`src/rtl/mem_arbiter.sv`:
```
`default_nettype none
// ============================================================================
// mem_arbiter : shares one variable-latency memory bus between the fetch (I)
// and load/store (D) ports; data has fixed priority. Optional MEMARB_TIMEOUT_EN
// bounds the wait for a bus response and adds the bus_err_o port.
// Revision: 1.0
// ============================================================================
module mem_arbiter #(
    parameter int XLEN = 32
`ifdef MEMARB_TIMEOUT_EN
    , parameter int TIMEOUT = 64
`endif
) (
    input  logic            clk,
    input  logic            rst_n,
    input  logic            if_req_i,
    input  logic [XLEN-1:0] if_addr_i,
    output logic [XLEN-1:0] if_rdata_o,
    output logic            if_valid_o,
    input  logic            d_req_i,
    input  logic            d_we_i,
    input  logic [3:0]      d_wstrb_i,
    input  logic [XLEN-1:0] d_addr_i,
    input  logic [XLEN-1:0] d_wdata_i,
    output logic [XLEN-1:0] d_rdata_o,
    output logic            d_valid_o,
    output logic            m_req_o,
    output logic            m_we_o,
    output logic [3:0]      m_wstrb_o,
    output logic [XLEN-1:0] m_addr_o,
    output logic [XLEN-1:0] m_wdata_o,
    input  logic            m_ready_i,
    input  logic            m_rvalid_i,
    input  logic [XLEN-1:0] m_rdata_i,
`ifdef MEMARB_TIMEOUT_EN
    output logic            bus_err_o,
`endif
    output logic            stall_f_o,
    output logic            stall_m_o
);

    typedef enum logic [1:0] {
        S_IDLE  = 2'd0,
        S_ISSUE = 2'd1,
        S_WAIT  = 2'd2,
        S_RESP  = 2'd3
    } state_t;

    state_t            state_q, state_d;
    logic              owner_q, owner_d;      // 1 = data port owns the bus
    logic              discard_q, discard_d;
    logic              m_req_q, m_req_d;
    logic              m_we_q, m_we_d;
    logic [3:0]        m_wstrb_q, m_wstrb_d;
    logic [XLEN-1:0]   m_addr_q, m_addr_d;
    logic [XLEN-1:0]   m_wdata_q, m_wdata_d;
    logic [XLEN-1:0]   if_rdata_q, if_rdata_d;
    logic [XLEN-1:0]   d_rdata_q, d_rdata_d;
    logic              if_valid_q, if_valid_d;
    logic              d_valid_q, d_valid_d;
    logic              resp_go;
    logic [XLEN-1:0]   resp_data;
`ifdef MEMARB_TIMEOUT_EN
    localparam logic [XLEN-1:0] NOP_INSN = XLEN'(32'h0000_0013);
    logic [7:0]        cnt_q, cnt_d;
    logic              bus_err_q, bus_err_d;
`endif

    always_comb begin
        state_d    = state_q;
        owner_d    = owner_q;
        discard_d  = discard_q;
        m_req_d    = m_req_q;
        m_we_d     = m_we_q;
        m_wstrb_d  = m_wstrb_q;
        m_addr_d   = m_addr_q;
        m_wdata_d  = m_wdata_q;
        if_rdata_d = if_rdata_q;
        d_rdata_d  = d_rdata_q;
        if_valid_d = 1'b0;
        d_valid_d  = 1'b0;
        resp_go    = 1'b0;
        resp_data  = m_rdata_i;
`ifdef MEMARB_TIMEOUT_EN
        cnt_d      = cnt_q;
        bus_err_d  = 1'b0;
`endif
        case (state_q)
            S_IDLE: begin
                discard_d = 1'b0;
                if (d_req_i) begin
                    owner_d   = 1'b1;
                    m_we_d    = d_we_i;
                    m_wstrb_d = d_wstrb_i;
                    m_addr_d  = d_addr_i;
                    m_wdata_d = d_wdata_i;
                    m_req_d   = 1'b1;
                    state_d   = S_ISSUE;
                end else if (if_req_i) begin
                    owner_d   = 1'b0;
                    m_we_d    = 1'b0;
                    m_wstrb_d = 4'b0000;
                    m_addr_d  = if_addr_i;
                    m_req_d   = 1'b1;
                    state_d   = S_ISSUE;
                end
            end
            S_ISSUE: begin
                if (!owner_q && !if_req_i) discard_d = 1'b1;
                if (m_ready_i) begin
                    m_req_d = 1'b0;
`ifdef MEMARB_TIMEOUT_EN
                    cnt_d   = 8'd0;
`endif
                    if (m_rvalid_i) begin
                        resp_go = 1'b1;
                        state_d = S_RESP;
                    end else begin
                        state_d = S_WAIT;
                    end
                end
            end
            S_WAIT: begin
                if (!owner_q && !if_req_i) discard_d = 1'b1;
`ifdef MEMARB_TIMEOUT_EN
                cnt_d = cnt_q + 8'd1;
`endif
                if (m_rvalid_i) begin
                    resp_go = 1'b1;
                    state_d = S_RESP;
                end
`ifdef MEMARB_TIMEOUT_EN
                else if (cnt_q == 8'(TIMEOUT - 1)) begin
                    // Substitute a harmless value so the pipeline can proceed.
                    resp_go   = 1'b1;
                    resp_data = owner_q ? '0 : NOP_INSN;
                    bus_err_d = 1'b1;
                    state_d   = S_RESP;
                end
`endif
            end
            S_RESP: begin
                state_d = S_IDLE;
            end
            default: begin
                state_d = S_IDLE;
            end
        endcase

        // Valid pulses are registered so they coincide with the RESP cycle.
        if (resp_go) begin
            if (owner_q) begin
                d_valid_d = 1'b1;
                if (!m_we_q) d_rdata_d = resp_data;
            end else if (!discard_d) begin
                if_valid_d = 1'b1;
                if_rdata_d = resp_data;
            end
        end
    end

    always_ff @(posedge clk or negedge rst_n) begin
        if (!rst_n) begin
            state_q    <= S_IDLE;
            owner_q    <= 1'b0;
            discard_q  <= 1'b0;
            m_req_q    <= 1'b0;
            m_we_q     <= 1'b0;
            m_wstrb_q  <= 4'b0000;
            m_addr_q   <= '0;
            m_wdata_q  <= '0;
            if_rdata_q <= '0;
            d_rdata_q  <= '0;
            if_valid_q <= 1'b0;
            d_valid_q  <= 1'b0;
`ifdef MEMARB_TIMEOUT_EN
            cnt_q      <= 8'd0;
            bus_err_q  <= 1'b0;
`endif
        end else begin
            state_q    <= state_d;
            owner_q    <= owner_d;
            discard_q  <= discard_d;
            m_req_q    <= m_req_d;
            m_we_q     <= m_we_d;
            m_wstrb_q  <= m_wstrb_d;
            m_addr_q   <= m_addr_d;
            m_wdata_q  <= m_wdata_d;
            if_rdata_q <= if_rdata_d;
            d_rdata_q  <= d_rdata_d;
            if_valid_q <= if_valid_d;
            d_valid_q  <= d_valid_d;
`ifdef MEMARB_TIMEOUT_EN
            cnt_q      <= cnt_d;
            bus_err_q  <= bus_err_d;
`endif
        end
    end

    assign if_rdata_o = if_rdata_q;
    assign if_valid_o = if_valid_q;
    assign d_rdata_o  = d_rdata_q;
    assign d_valid_o  = d_valid_q;
    assign m_req_o    = m_req_q;
    assign m_we_o     = m_we_q;
    assign m_wstrb_o  = m_wstrb_q;
    assign m_addr_o   = m_addr_q;
    assign m_wdata_o  = m_wdata_q;
`ifdef MEMARB_TIMEOUT_EN
    assign bus_err_o  = bus_err_q;
`endif
    // Stalls are forced low while reset is held so every output reads zero.
    assign stall_f_o  = rst_n & if_req_i & ~if_valid_q;
    assign stall_m_o  = rst_n & d_req_i & ~d_valid_q;

endmodule
`default_nettype wire

```
`config.mk`:
```
export PLATFORM = sky130hd
export DESIGN_NAME = mem_arbiter
export DESIGN_NICKNAME = d
export VERILOG_FILES = /design/src/rtl/mem_arbiter.sv
export SDC_FILE = /design/constraint.sdc
export NUM_CORES = 1
export LEC_CHECK = 0
export CAP_MARGIN = 20
export CORE_MARGIN = 2
export CORE_UTILIZATION = 44
export CTS_BUF_LIST = sky130_fd_sc_hd__clkbuf_8 sky130_fd_sc_hd__clkbuf_16
export CTS_CLUSTER_DIAMETER = 80
export DETAILED_ROUTE_END_ITERATION = 12
export HOLD_SLACK_MARGIN = 0.1
export PLACE_DENSITY = 0.86
export SETUP_SLACK_MARGIN = 0.4
export SLEW_MARGIN = 20
export SYNTH_ARGS = -nofsm -noshare
export SYNTH_HDL_FRONTEND = slang
export SYNTH_SLANG_ARGS = --single-unit
```
`constraint.sdc`:
```
create_clock -name clk -period 4.88 [get_ports clk]
set_input_delay 0.488 -clock clk [delete_from_list [all_inputs] [get_ports clk]]
set_output_delay 0.488 -clock clk [all_outputs]
set_load 0.03 [all_outputs]
```
==> flow_summary_export.csv <==
group,metric,value,unit
sta,fmax,334.6,MHz
floorplan,core_area,0.01262,sq mm
clock_tree,cts_buffer_depth,2,
logic_synthesis,synth_most_common_cell,"dfrtp_1",
logic_synthesis,synth_edf_count,0,
logic_synthesis,yosys.cell_types.count,24,
routing,drtIter0Drc,247,
sta,setup_slack,1.892,ns
logic_synthesis,synth-seq-cells,140,
routing,drcViolationCount,0,
placement,place_ws,1.987,ns
power,vdd.ir_drop.worst,0.3809,mV
power,leakagePower,4.322,nW
routing,dr.pass1.iters,4,
clock_tree,clk_pin_slew_worst_paths,0.06,ns
routing,antenna_left,0,
sta,fin_crit_sh,61.24,%
global_routing,use_met3,7.122,%
clock_tree,numCtsBuffers,17,
clock_tree,clock_latency,0.42,ns
finish,final_area,0.009228,sq mm
global_routing,grt_max_degree,75,
logic_synthesis,synth_ff_type,"dfrtp_1",
clock_tree,cts_tree,"built",
finish,nFillCells,879,
sta,rsz0062_at_grt,"no",
floorplan,rows,41,
setup_path,required,4.39,ns
setup_path,crit_type,"in2out",
logic_synthesis,synth.top_cell.area_share,61.36,%
sta,slew_headroom,30.83,%
setup_path,worstSetupStartpointType,"input pin",
sta,hold_viol,0,
setup_path,cp.arrival,2.50,ns
logic_synthesis,syn_area,0.005709,sq mm
logic_synthesis,synthesis.nets,611,
floorplan,die_x,117.9,microns
sta,slew_viol_final,0,
sta,finalClockSkew,0.009664,ns
routing,vias,4543,
finish,layout-drive-gt1-share,13.79,%
setup_path,cp-end-kind,"output pin",
placement,dp.final_hpwl,12580,microns
floorplan,io_pins,277,
logic_synthesis,yosys-top-cells-area,"dfrtp_1, nand2_1, mux2_4, mux2_2, mux2i_1",
placement,gp_congestion,0.8514,
run,cap_viol_max_count,0,
logic_synthesis,synth_common_cells,"dfrtp_1, nand2_1, mux2_2",
finish,seq_area,0.003503,sq mm
routing,wirelength,17110,microns
finish,multi_input_area,0.002078,sq mm
min_path,worstHoldPathCells,2,
logic_synthesis,syn_avg_cell_area,12.25,sq um
sta,worst_pin_slew,1.038,ns
floorplan,die_y,117.9,microns
global_routing,grt_pass1_vias,4998,
sta,tns,0,ns
logic_synthesis,yosysSeqAreaShare,61.36,%
setup_path,r2r.worst_path.cells,5,
clock_tree,cts_resized,0,
placement,portBuffers,276,
global_routing,antenna_found_initial,1,
min_path,hp-class,"reg2reg",
run_status,outcome,"completed",
power,power.density,728.2,mW/mm^2
power,p_total,6.719,mW
placement,placed_area,0.008610,sq mm
setup_path,cp_max_fo,69,
finish,nets,886,
sta,setup_violations,0,
global_routing,grt_first_pass_wirelength,27400,microns
global_routing,grt_use_met1,28.40,%
routing,viasPerCell,4.901,
clock_tree,cts.root.buffer_cell,"clkbuf_16",
logic_synthesis,yosysWarningCount,0,
global_routing,met2_usage,45.02,%
logic_synthesis,synth-async-reset-ratio,100.0,%
logic_synthesis,syn_inst,466,
clock_tree,cts_sinks,140,
routing,wire_per_inst,18.46,microns
floorplan,dieArea,0.01390,sq mm
global_routing,gr-max-usage-layer,"met2",
floorplan,start_util,45.24,%
logic_synthesis,yosys.area.top_type,"dfrtp_1",
sta,period_minus_slack,2.988,ns
finish,area_growth,61.63,%
global_routing,grt-ovfl-total,0,
clock_tree,h-tree-depth,4,
finish,fin_util,73.12,%
global_routing,grtUsageTotal,25.42,%
-- cell families (layout without fill, tap and decap cells) --
kind of cell,after synthesis,count (layout),share of synthesized area (%)
flip-flops,140,140,61.36
AND/OR/NAND/NOR,144,144,9.665
AO/OA/AOI/OAI,46,46,4.558
buffers and inverters,32,320,2.608
adder cells (fa/ha/maj),6,6,1.315
other,0,1,0
multiplexers,98,98,20.49
-- metrics by stage --
stage | std cells | hold WS [ns]
floorplan | 466 | 0.1924
global placement | 893 | 0.4571
detailed placement | 893 | 0.4615
CTS | 926 | 0.4762
global route | 927 | 0.5025
finish | 927 | 0.4734
-- critical path, stage by stage --
cell and delay, ns:
dlygate4sd3_1 0.55, buf_6 0.50, nand2_1 0.11, nor2_1 0.11, clkdlybuf4s50_1 0.71
-- worst paths after layout --
kind                               start             end  slack [ns]
setup / recovery                   rst_n       stall_m_o        1.89
hold / removal             m_wdata_o[26]   m_wdata_o[26]        0.47
setup reg to reg              state_q[1]  if_rdata_o[13]        2.24
hold reg to reg            m_wdata_o[26]   m_wdata_o[26]        0.47
max in group asynchronous          rst_n     m_addr_o[6]        2.86
min in group asynchronous          rst_n  if_rdata_o[15]        0.65
-- sequential cells by signal, summed over array words and instances, names as in the netlist, 2 cells and up --
signal and cells:
d_rdata_o 32, state_q 2, m_wdata_o 32, if_rdata_o 32, m_wstrb_o 4, m_addr_o 32
-- placed cells by master, fill, tap and decap left out, types with 4 or more instances in the layout --
master,count
a22o_1,5
buf_4,4
clkbuf_16,17
clkdlybuf4s50_1,274
dfrtp_1,140
ha_1,6
inv_1,10
mux2_2,35
mux2_4,29
mux2i_1,34
nand2_1,133
nor2_1,4
o21ai_0,34
-- layout make-up --
class,instances,area share [%]
clock inverters,13,1.627
repair buffers,281,30.33
multi-input cells,294,22.52
inverters,7,0.2847
flip-flops and latches,140,37.97
well taps,172,2.332
clock buffers,19,4.908
diodes,1,0.02712
-- timing repair --
| item | 4_1_cts | 5_1_grt |
|---|---|---|
| setup endpoints to repair | 0 | 0 |
| hold buffers | 1 | 0 |
| setup buffers | 0 | 0 |
| hold endpoints to repair | 45 | 0 |
-- where the power goes --
| part | switching [mW] | total (mW) | internal [mW] |
|---|---|---|---|
| Sequential | 0.325 | 2.04 | 1.71 |
| Clock | 0.479 | 1.30 | 0.825 |
| Combinational | 1.89 | 3.38 | 1.48 |
-- routing by layer --
metal | share of wire [%] | up-vias
li1 | - | 2106
met1 | 38 | 2221
met2 | 53 | 182
met3 | 5.9 | 34
met4 | 2.7 | 0
met5 | 0 | -
No activity file was read; power rests on OpenSTA's default activity.
